[src/rtl/voice_allocator.sv]
// voice_allocator: polyphonic voice scheduler.
//
// Accepts note-on / note-off events over a valid/ready handshake and assigns
// each note-on to a voice slot. The slot is chosen by retrigger (same note
// already sounding), then the lowest free slot, then the oldest active slot,
// which is stolen. Voices are scanned one per cycle. The result is committed
// in a single APPLY cycle, so the voice state never shows a partial update.
//
// Ports:
//   clk, rst      system clock; asynchronous active-high reset
//   event_valid   event present
//   event_ready   allocator can accept an event (high only in IDLE)
//   event_on      1 = note-on, 0 = note-off (a note-on with vel 0 is a note-off)
//   event_note    note number
//   event_vel     velocity
//   all_off       synchronous panic: release every voice, drop any event
//   on_out        per-voice gate
//   note_out      per-voice note, voice i at [i*NOTE_WIDTH +: NOTE_WIDTH]
//   velocity_out  per-voice velocity, packed the same way
//   stolen        one-cycle pulse when a note-on evicted an active voice
module voice_allocator #(
    parameter int unsigned NUM_VOICES = 8,
    parameter int unsigned NOTE_WIDTH = 7,
    parameter int unsigned VEL_WIDTH  = 3
) (
    input  logic                             clk,
    input  logic                             rst,
    input  logic                             event_valid,
    output logic                             event_ready,
    input  logic                             event_on,
    input  logic [NOTE_WIDTH-1:0]            event_note,
    input  logic [VEL_WIDTH-1:0]             event_vel,
    input  logic                             all_off,
    output logic [NUM_VOICES-1:0]            on_out,
    output logic [NUM_VOICES*NOTE_WIDTH-1:0] note_out,
    output logic [NUM_VOICES*VEL_WIDTH-1:0]  velocity_out,
    output logic                             stolen
);

    localparam int unsigned IdxW = $clog2(NUM_VOICES);
    localparam int unsigned AgeW = $clog2(NUM_VOICES) + 1;
    localparam logic [IdxW-1:0] LastIdx = IdxW'(NUM_VOICES - 1);
    localparam logic [AgeW-1:0] AgeMax  = '1;

    typedef enum logic [1:0] {StIdle, StScan, StApply} state_e;

    state_e state_q, state_d;
    logic [IdxW-1:0] idx_q, idx_d;

    // Latched event
    logic                  ev_on_q, ev_on_d;
    logic [NOTE_WIDTH-1:0] ev_note_q, ev_note_d;
    logic [VEL_WIDTH-1:0]  ev_vel_q, ev_vel_d;

    // Scan results
    logic            match_found_q, match_found_d;
    logic [IdxW-1:0] match_idx_q, match_idx_d;
    logic            free_found_q, free_found_d;
    logic [IdxW-1:0] free_idx_q, free_idx_d;
    logic            old_found_q, old_found_d;
    logic [IdxW-1:0] old_idx_q, old_idx_d;
    logic [AgeW-1:0] old_age_q, old_age_d;

    // Voice state
    logic [NUM_VOICES-1:0]                 on_q, on_d;
    logic [NUM_VOICES-1:0][NOTE_WIDTH-1:0] note_q, note_d;
    logic [NUM_VOICES-1:0][VEL_WIDTH-1:0]  vel_q, vel_d;
    logic [NUM_VOICES-1:0][AgeW-1:0]       age_q, age_d;
    logic                                  stolen_q, stolen_d;

    logic [IdxW-1:0] target;

    always_comb begin
        state_d       = state_q;
        idx_d         = idx_q;
        ev_on_d       = ev_on_q;
        ev_note_d     = ev_note_q;
        ev_vel_d      = ev_vel_q;
        match_found_d = match_found_q;
        match_idx_d   = match_idx_q;
        free_found_d  = free_found_q;
        free_idx_d    = free_idx_q;
        old_found_d   = old_found_q;
        old_idx_d     = old_idx_q;
        old_age_d     = old_age_q;
        on_d          = on_q;
        note_d        = note_q;
        vel_d         = vel_q;
        age_d         = age_q;
        stolen_d      = 1'b0;
        target        = '0;

        unique case (state_q)
            StIdle: begin
                if (event_valid) begin
                    ev_on_d       = event_on && (event_vel != '0);
                    ev_note_d     = event_note;
                    ev_vel_d      = event_vel;
                    idx_d         = '0;
                    match_found_d = 1'b0;
                    free_found_d  = 1'b0;
                    old_found_d   = 1'b0;
                    state_d       = StScan;
                end
            end
            StScan: begin
                if (on_q[idx_q]) begin
                    if (!match_found_q && (note_q[idx_q] == ev_note_q)) begin
                        match_found_d = 1'b1;
                        match_idx_d   = idx_q;
                    end
                    // Strictly greater keeps the lowest index on an age tie.
                    if (!old_found_q || (age_q[idx_q] > old_age_q)) begin
                        old_found_d = 1'b1;
                        old_idx_d   = idx_q;
                        old_age_d   = age_q[idx_q];
                    end
                end else if (!free_found_q) begin
                    free_found_d = 1'b1;
                    free_idx_d   = idx_q;
                end
                if (idx_q == LastIdx) begin
                    state_d = StApply;
                end else begin
                    idx_d = idx_q + IdxW'(1);
                end
            end
            StApply: begin
                if (ev_on_q) begin
                    // With no match and no free slot every voice is active, so
                    // the oldest-voice result is always valid here.
                    if (match_found_q) begin
                        target = match_idx_q;
                    end else if (free_found_q) begin
                        target = free_idx_q;
                    end else begin
                        target = old_idx_q;
                    end
                    for (int unsigned i = 0; i < NUM_VOICES; i++) begin
                        if (IdxW'(i) == target) begin
                            on_d[i]   = 1'b1;
                            note_d[i] = ev_note_q;
                            vel_d[i]  = ev_vel_q;
                            age_d[i]  = '0;
                        end else if (on_q[i] && (age_q[i] != AgeMax)) begin
                            age_d[i] = age_q[i] + AgeW'(1);
                        end
                    end
                    stolen_d = !match_found_q && !free_found_q;
                end else begin
                    // Note and velocity are kept so the oscillator holds pitch.
                    for (int unsigned i = 0; i < NUM_VOICES; i++) begin
                        if (on_q[i] && (note_q[i] == ev_note_q)) begin
                            on_d[i]  = 1'b0;
                            age_d[i] = '0;
                        end
                    end
                end
                state_d = StIdle;
            end
            default: state_d = StIdle;
        endcase

        if (all_off) begin
            on_d     = '0;
            age_d    = '0;
            stolen_d = 1'b0;
            state_d  = StIdle;
        end
    end

    always_ff @(posedge clk or posedge rst) begin
        if (rst) begin
            state_q       <= StIdle;
            idx_q         <= '0;
            ev_on_q       <= 1'b0;
            ev_note_q     <= '0;
            ev_vel_q      <= '0;
            match_found_q <= 1'b0;
            match_idx_q   <= '0;
            free_found_q  <= 1'b0;
            free_idx_q    <= '0;
            old_found_q   <= 1'b0;
            old_idx_q     <= '0;
            old_age_q     <= '0;
            on_q          <= '0;
            note_q        <= '0;
            vel_q         <= '0;
            age_q         <= '0;
            stolen_q      <= 1'b0;
        end else begin
            state_q       <= state_d;
            idx_q         <= idx_d;
            ev_on_q       <= ev_on_d;
            ev_note_q     <= ev_note_d;
            ev_vel_q      <= ev_vel_d;
            match_found_q <= match_found_d;
            match_idx_q   <= match_idx_d;
            free_found_q  <= free_found_d;
            free_idx_q    <= free_idx_d;
            old_found_q   <= old_found_d;
            old_idx_q     <= old_idx_d;
            old_age_q     <= old_age_d;
            on_q          <= on_d;
            note_q        <= note_d;
            vel_q         <= vel_d;
            age_q         <= age_d;
            stolen_q      <= stolen_d;
        end
    end

    assign event_ready  = (state_q == StIdle);
    assign on_out       = on_q;
    assign note_out     = note_q;
    assign velocity_out = vel_q;
    assign stolen       = stolen_q;

endmodule

[config.mk]
export PLATFORM = sky130hd
export DESIGN_NAME = voice_allocator
export DESIGN_NICKNAME = d
export VERILOG_FILES = /design/src/rtl/voice_allocator.sv
export SDC_FILE = /design/constraint.sdc
export NUM_CORES = 1
export LEC_CHECK = 0
export BUFFER_PORTS_ARGS = -buffer_cell sky130_fd_sc_hd__buf_2
export CAP_MARGIN = 10
export CORE_MARGIN = 8
export CORE_UTILIZATION = 35
export DETAILED_ROUTE_END_ITERATION = 8
export GPL_TIMING_DRIVEN = 0
export SYNTH_ARGS = -nofsm -noshare
export SYNTH_HDL_FRONTEND = slang
export SYNTH_SLANG_ARGS = --single-unit
[constraint.sdc]
create_clock -name clk -period 5.5 [get_ports clk]
set_clock_uncertainty 0.05 [all_clocks]
set_input_delay 0.275 -clock clk [delete_from_list [all_inputs] [get_ports clk]]
set_output_delay 0.275 -clock clk [all_outputs]
set_load 0.01 [all_outputs]
==> results of run 1 <==
[metal layers]
layer  up-vias  track usage  part of all wire
li1       2820            -                 -
met1      3124        0.224              0.44
met2       227        0.270              0.45
met3        41       0.0600             0.083
met4         0       0.0593             0.026
met5         -            0                 0
[layout by cell type (no fill, tap or decap), types with 21 or more instances in the layout]
master,netlist,final
a21oi_1,28,28
mux2_2,109,109
clkbuf_1,21,21
buf_2,7,110
dfrtp_1,153,153
nor2_1,33,33
xnor2_1,29,29
mux2i_1,29,29
xor2_1,37,37
nand2_1,32,32
[cell type report]
| class | instances | area, um2 |
|---|---|---|
| Fill cell | 2279 | 13500 |
| Clock buffer | 17 | 425 |
| Inverter | 17 | 71.3 |
| Clock inverter | 15 | 173 |
| Sequential cell | 153 | 3830 |
| Multi-Input combinational cell | 499 | 4170 |
| Tap cell | 319 | 399 |
| Timing Repair Buffer | 105 | 553 |
| Buffer | 34 | 155 |
[cells by family (layout without fill, tap and decap cells)]
kind of cell	count (synthesis)	after routing
flops	153	153
buf+inv	51	188
mux	155	155
fa+ha+maj	14	14
simple gates	156	156
xor+xnor	66	66
compound gates	108	108
[worst max-delay path, cell delays in order (launching register included)]
cell,delay (ns)
dfrtp_1,0.38
buf_6,0.16
buf_2,0.29
buf_1,0.56
mux4_2,0.46
nand2_1,0.10
o21ai_0,0.13
ha_1,0.34
nor2b_1,0.13
o21a_1,0.11
o21a_1,0.09
o21ai_0,0.12
a211oi_2,0.66
mux2_2,0.41
[state kept, by name, indices dropped and copies added, names as in the netlist, 2 cells and up]
| signal | flops |
|---|---|
| ev_vel_q | 3 |
| velocity_out | 24 |
| old_idx_q | 3 |
| note_out | 56 |
| state_q | 2 |
| on_out | 8 |
| age_q | 32 |
| free_idx_q | 3 |
| idx_q | 3 |
| ev_note_q | 7 |
| match_idx_q | 3 |
| old_age_q | 4 |
[how the worst max path moves through the flow]
stage                             endpoint  cells past startpoint
final                         old_idx_q[2]                     13
after global routing          old_idx_q[2]                     13
after CTS                     old_idx_q[2]                     13
after detailed placement      old_idx_q[2]                     13
after global placement    velocity_out[14]                      2
after floorplan                   age_q[0]                      1
[per-stage QoR]
stage	hold slack [ns]	worst slack (ns)	total power, mW	area, um2
floorplan	0.372	1.05	1.78	8220
global placement	0.436	-1.01	1.98	9140
detailed placement	0.205	1.48	1.99	9170
CTS	0.00322	1.40	3.18	9780
global route	0.00968	1.15	3.28	9780
finish	0.0142	1.40	3.16	9780
[power by group through the flow]
stage	registers (mW)	logic [mW]	clock network, mW
final	1.29	0.692	1.18
after global routing	1.30	0.753	1.23
after CTS	1.29	0.693	1.20
after detailed placement	1.31	0.688	0
after global placement	1.31	0.675	0
after floorplan	1.28	0.496	0
==> results.txt, run 1 <==
----------------------------------------------------
[Logic synthesis]
  Most repeated cell in the gate-level netlist after synthesis ... dfrtp_1
  Average instance area after synthesis ... 11.7 um2
  Xor/xnor cell area share of the yosys netlist ... 0.0703
  Most common library cells after synthesis ... dfrtp_1, mux2_2, xor2_1
  Most frequently used flop master after synthesis ... dfrtp_1
  Portion of netlist area occupied by mux cells ... 0.230
  Compound-Gate Fraction of Synth Area ... 0.0893
  Main area contributors after synthesis ... dfrtp_1, mux2_2, xor2_1, mux2i_1, xnor2_1
  Post-synth ARST share ... 1.00
  Syn_nets ... 732
  Largest family of logic cells by synthesized area ... multiplexers
  Number of distinct library cells after synthesis ... 55
  Syn Std Cell Area ... 0.00822 mm2
  Simple-gate share of the synthesized area ... 0.0968
  EDFF count, synth ... 0
  Cell type with the highest aggregate area in the netlist ... dfrtp_1
  Post-Syn Instances ... 703
  Post-synth top area share ... 0.466
  Warnings, synthesis ... 0
  Part of the Yosys area used for sequential elements ... 0.466
  Flip-flop and latch count after synthesis ... 153
  Arithmetic-cell share of the synthesized area counting full adders, half adders and majority gates ... 0.0213

[Pwr]
  Sequential share of power ... 0.408
  Maximum resistive drop on vdd ... 203 uV
  Internal portion of total power ... 2.06 mW
  Total power per unit cell area ... 323 mW/mm2
  Combinational group share of total power ... 0.219
  Switch share ... 0.346
  Pleak ... 4.70 nW
  Proportion of power drawn by the clock network ... 0.373
  Net Switching ... 1.09 mW

[Global route]
  Initial antenna violation count ... 0
  Number of global-route vias before repair ... 6321
  Remaining global-route overflow ... 0
  All-Layer GR Usage ... 0.174
  Wire length of the first global-routing pass ... 38400 um
  Largest net degree at the start of global routing ... 124

[Route]
  Remaining antenna violation count after routing ... 0
  Detailed Routing Iterations Pass 1 ... 7
  Detailed Route Iter0 Violations ... 401
  Per-cell routed wire length ... 21.3 um
  Routed via count ... 6212
  Routed wire length ... 24700 um
  Via density per instance ... 5.36
  Remaining DRCs ... 0

[Timing]
  Final cycle utilization of the critical path ... 0.746
  Slew at the pin closest to its max-slew limit ... 0.883 ns
  Unrepaired setup endpoints after global routing ... no
  Peak clock frequency supported by timing ... 244 MHz
  Final critical delay including setup and external delays ... 4.10 ns
  Max-slew violations ... 0
  Relative max-transition margin ... 0.411
  Final setup violation count ... 0
  Count of final hold-check violations ... 0
  Sum of negative setup slack ... 0 ns

[Critical path]
  Critical path origin ... idx_q[1]
  Startpoint type of the worst setup path ... flop
  Crit path arrival time ... 4.37 ns
  Cell count of the worst reg-to-reg path ... 13
  R2r endpoint ... old_idx_q[2]
  Critical Path End Type ... flop
  CP Data Required Time ... 5.77 ns
  Maximum fanout along the worst path ... 10
  Classification of the worst setup path ... reg2reg
  R2r startpoint ... idx_q[1]
  Worst R2R Setup Slack ... 1.40 ns

[Clock tree]
  Number of buffers inserted by post-CTS setup repair ... 0
  Hold-fix buffers, CTS ... 1
  Clock tree from TritonCTS ... yes
  Clock-pin slew reported for the worst setup and hold paths after clock tree synthesis ... 0.07 ns
  Root buffer cell ... clkbuf_16
  Sinks on the clock net ... 153
  H-tree level count ... 4
  Inserted Clock Buffers ... 17
  Post-cts repair resize count ... 0
  Clock tree buffer depth ... 2
  Clock insertion delay at the later pin of the skew report ... 0.44 ns

[Die]
  Total number of placement rows ... 56
  Initial core utilization ... 0.353
  DIE AREA ... 0.0286 mm2
  Y dimension of the die ... 169 um
  Chip width ... 169 um
  Top-Level Pins ... 105
  Placeable core region ... 0.0233 mm2

[Flow run]
  Max-cap viol count ... 0

[Placement]
  # port buffers ... 103
  Total instance count after detailed placement ... 1126
  Final GP Congestion ... 0.823
  Detail Placement HPWL ... 17800 um

[Min path]
  Hold Path Depth ... 2
  Worst min path class ... in2reg
  Hold path start ... event_note[6]
  Worst hold endpoint ... ev_note_q[6]

[Finish]
  Ant. Diodes ... 0
  Number of cells in the finished layout apart from fillers ... 1159
  Layout net count ... 856
  Syn-to-layout area delta ... 18.9%
  Finished Core Util ... 0.420
  Share of final-layout standard cells stronger than drive strength 1 ... 0.338

[Run status]
  Status ... completed

----------------------------------------------------
(Power assumes the default switching activity.)
==> inputs of run 2 (changes only) <==
==> constraint.sdc (replaced) <==
create_clock -name clk -period 3.8 [get_ports clk]
set_clock_uncertainty 0.05 [all_clocks]
set_input_delay 0.19 -clock clk [delete_from_list [all_inputs] [get_ports clk]]
set_output_delay 0.19 -clock clk [all_outputs]
set_load 0.01 [all_outputs]
==> run 2 against run 1 <==
Net effect: sequential share of layout area down 0.74 points; clock power up 49%; maximum frequency is 17% higher; highest routed layer unchanged.
==> results.txt, run 2 (same netlist as run 1, synthesis figures left out) <==
----------------------------------------------------
[Route]
  Per-cell routed wire length ... 20.9 um (-2.1%)
  Routed wire length ... 24400 um (-1.0%)
  Detailed Route Iter0 Violations ... 353 (-12%)
  Remaining antenna violation count after routing ... 0 (unchanged)
  Routed via count ... 6092 (-1.9%)
  Remaining DRCs ... 0 (unchanged)
  Detailed Routing Iterations Pass 1 ... 5 (-2)
  Via density per instance ... 5.20 (-3.0%)

[Clock tree]
  Clock tree buffer depth ... 2 (unchanged)
  Inserted Clock Buffers ... 17 (unchanged)
  Clock-pin slew reported for the worst setup and hold paths after clock tree synthesis ... 0.07 ns (about the same)
  Clock insertion delay at the later pin of the skew report ... 0.44 ns (about the same)
  Sinks on the clock net ... 153 (unchanged)
  Clock tree from TritonCTS ... yes
  H-tree level count ... 4 (unchanged)
  Root buffer cell ... clkbuf_16

[Pwr]
  Pleak ... 4.78 nW (+1.5%)
  Total power of the final layout ... 4.64 mW (+47%)
  Maximum resistive drop on vdd ... 331 uV (+63%)
  Total power per unit cell area ... 466 mW/mm2 (+44%)

[Timing]
  Relative max-transition margin ... 0.353 (-0.0579)
  Final setup violation count ... 0 (unchanged)
  Count of final hold-check violations ... 0 (unchanged)
  Final cycle utilization of the critical path ... 0.922 (+0.177)
  Sum of negative setup slack ... 0 ns (unchanged)
  Slew at the pin closest to its max-slew limit ... 0.970 ns (+0.0867 ns)
  Unrepaired setup endpoints after global routing ... no
  Peak clock frequency supported by timing ... 285 MHz (+17%)
  Worst hold slack across all endpoints ... 0.0353 ns (+0.0211 ns)
  Max-slew violations ... 0 (unchanged)
  Final critical delay including setup and external delays ... 3.50 ns (-0.597 ns)

[Global route]
  Number of global-route vias before repair ... 6153 (-2.7%)
  Wire length of the first global-routing pass ... 37800 um (-1.4%)
  Largest net degree at the start of global routing ... 43 (-65%)
  Remaining global-route overflow ... 0 (unchanged)
  Initial antenna violation count ... 0 (unchanged)
  All-Layer GR Usage ... 0.173 (-0.000885)

[Die]
  Y dimension of the die ... 169 um (unchanged)
  DIE AREA ... 0.0286 mm2 (unchanged)
  Total number of placement rows ... 56 (unchanged)
  Top-Level Pins ... 105 (unchanged)
  Initial core utilization ... 0.353 (unchanged)
  Chip width ... 169 um (unchanged)
  Placeable core region ... 0.0233 mm2 (unchanged)

[Min path]
  Hold path start ... event_valid
  Worst min path class ... in2reg

[Critical path]
  Crit path arrival time ... 3.77 ns (-0.60 ns)
  CP Data Required Time ... 4.07 ns (-1.70 ns)
  R2r startpoint ... idx_q[2]
  R2r endpoint ... old_idx_q[1]
  Critical path origin ... idx_q[2]
  Worst R2R Setup Slack ... 0.30 ns (-1.10 ns)
  Maximum fanout along the worst path ... 10 (unchanged)
  Startpoint type of the worst setup path ... flop
  Classification of the worst setup path ... reg2reg
  Critical Path End Type ... flop
  Worst Setup EP ... old_idx_q[1]
  Cell count of the worst reg-to-reg path ... 9 (-4)

[Placement]
  Detail Placement HPWL ... 17900 um (+0.49%)
  Placed instance area ... 0.00920 mm2 (+0.31%)
  # port buffers ... 103 (unchanged)
  Final GP Congestion ... 0.839 (+2.0%)
  Total instance count after detailed placement ... 1128 (+0.18%)

[Finish]
  Ant. Diodes ... 0 (unchanged)
  Leading cell types in the layout, fill and taps excluded ... dfrtp_1, mux2_2, buf_2, xor2_1, nor2_1
  Largest register FFs ... 56 (unchanged)
  Layout net count ... 869 (+1.5%)
  Number of cells in the finished layout apart from fillers ... 1172 (+1.1%)
  Syn-to-layout area delta ... 21.2%
  Most common cell after layout, fill and taps aside ... dfrtp_1
  Design Area, Final ... 0.00997 mm2 (+1.9%)
  Share of final-layout standard cells stronger than drive strength 1 ... 0.336 (-0.00164)

[Run status]
  Status ... completed

[Flow run]
  Max-cap viol count ... 0 (unchanged)

----------------------------------------------------
[run 2: changes by cell type in the layout (fill, tap and decap cells not counted), sizes merged]
cell / before / now
clkinv: 8 / 9
clkinvlp: 0 / 1
buf: 117 / 119
bufinv: 0 / 1
inv: 24 / 21
dlygate4sd3: 1 / 12
[run 2: worst min path at each step]
stage,to,slack (ns),depth (start not counted)
after floorplan,ev_on_q,0.29,2
after global placement,ev_note_q[5],0.37,2
after detailed placement,age_q[16],0.34,2
after CTS,state_q[0],0.02,3
after global routing,state_q[0],0.04,3
final,state_q[0],0.04,3
[run 2: report_power, final]
part           internal, mW  switching [mW]  leakage [nW]
registers              1.74           0.132          2.10
logic                 0.382           0.629          2.38
clock network         0.953           0.808         0.304
[run 2: worst max-delay path, cell delays in order, from the launching register on]
cell	delay, ns
dfrtp_1	0.46
clkbuf_1	0.49
clkbuf_1	0.51
mux2_2	0.42
ha_1	0.29
o21a_1	0.11
o21a_1	0.10
o21ai_1	0.10
a211oi_4	0.45
mux2_2	0.40
[run 2: repair_timing]
action	CTS	global route
setup buffers	0	1
resized for setup	1	3
hold endpoints to repair	43	0
hold buffers	12	0
setup endpoints to repair	7	8
gates cloned	0	0
pin swaps	0	1
[run 2: routing by layer]
| metal | part of all wire | wire length (um) | GRT usage |
|---|---|---|---|
| met1 | 0.44 | 10800 | 0.224 |
| met2 | 0.46 | 11200 | 0.273 |
| met3 | 0.081 | 1990 | 0.0586 |
| met4 | 0.015 | 369 | 0.0485 |
| met5 | 0 | 0 | 0 |
[run 2: area by class of cell]
class / count / area [um2]
Inverter: 17 / 67.6
Buffer: 33 / 154
Fill cell: 2227 / 13300
Sequential cell: 153 / 3830
Clock buffer: 17 / 425
Clock inverter: 15 / 208
Timing Repair Buffer: 119 / 703
Tap cell: 319 / 399
Multi-Input combinational cell: 499 / 4180
[run 2: through the flow]
stage                     setup WS, ns   util
after floorplan                  0.554      -
after global placement          -0.285  0.393
after detailed placement        -0.256  0.395
after CTS                       0.0246  0.428
after global routing            0.0462  0.428
final                            0.295  0.428
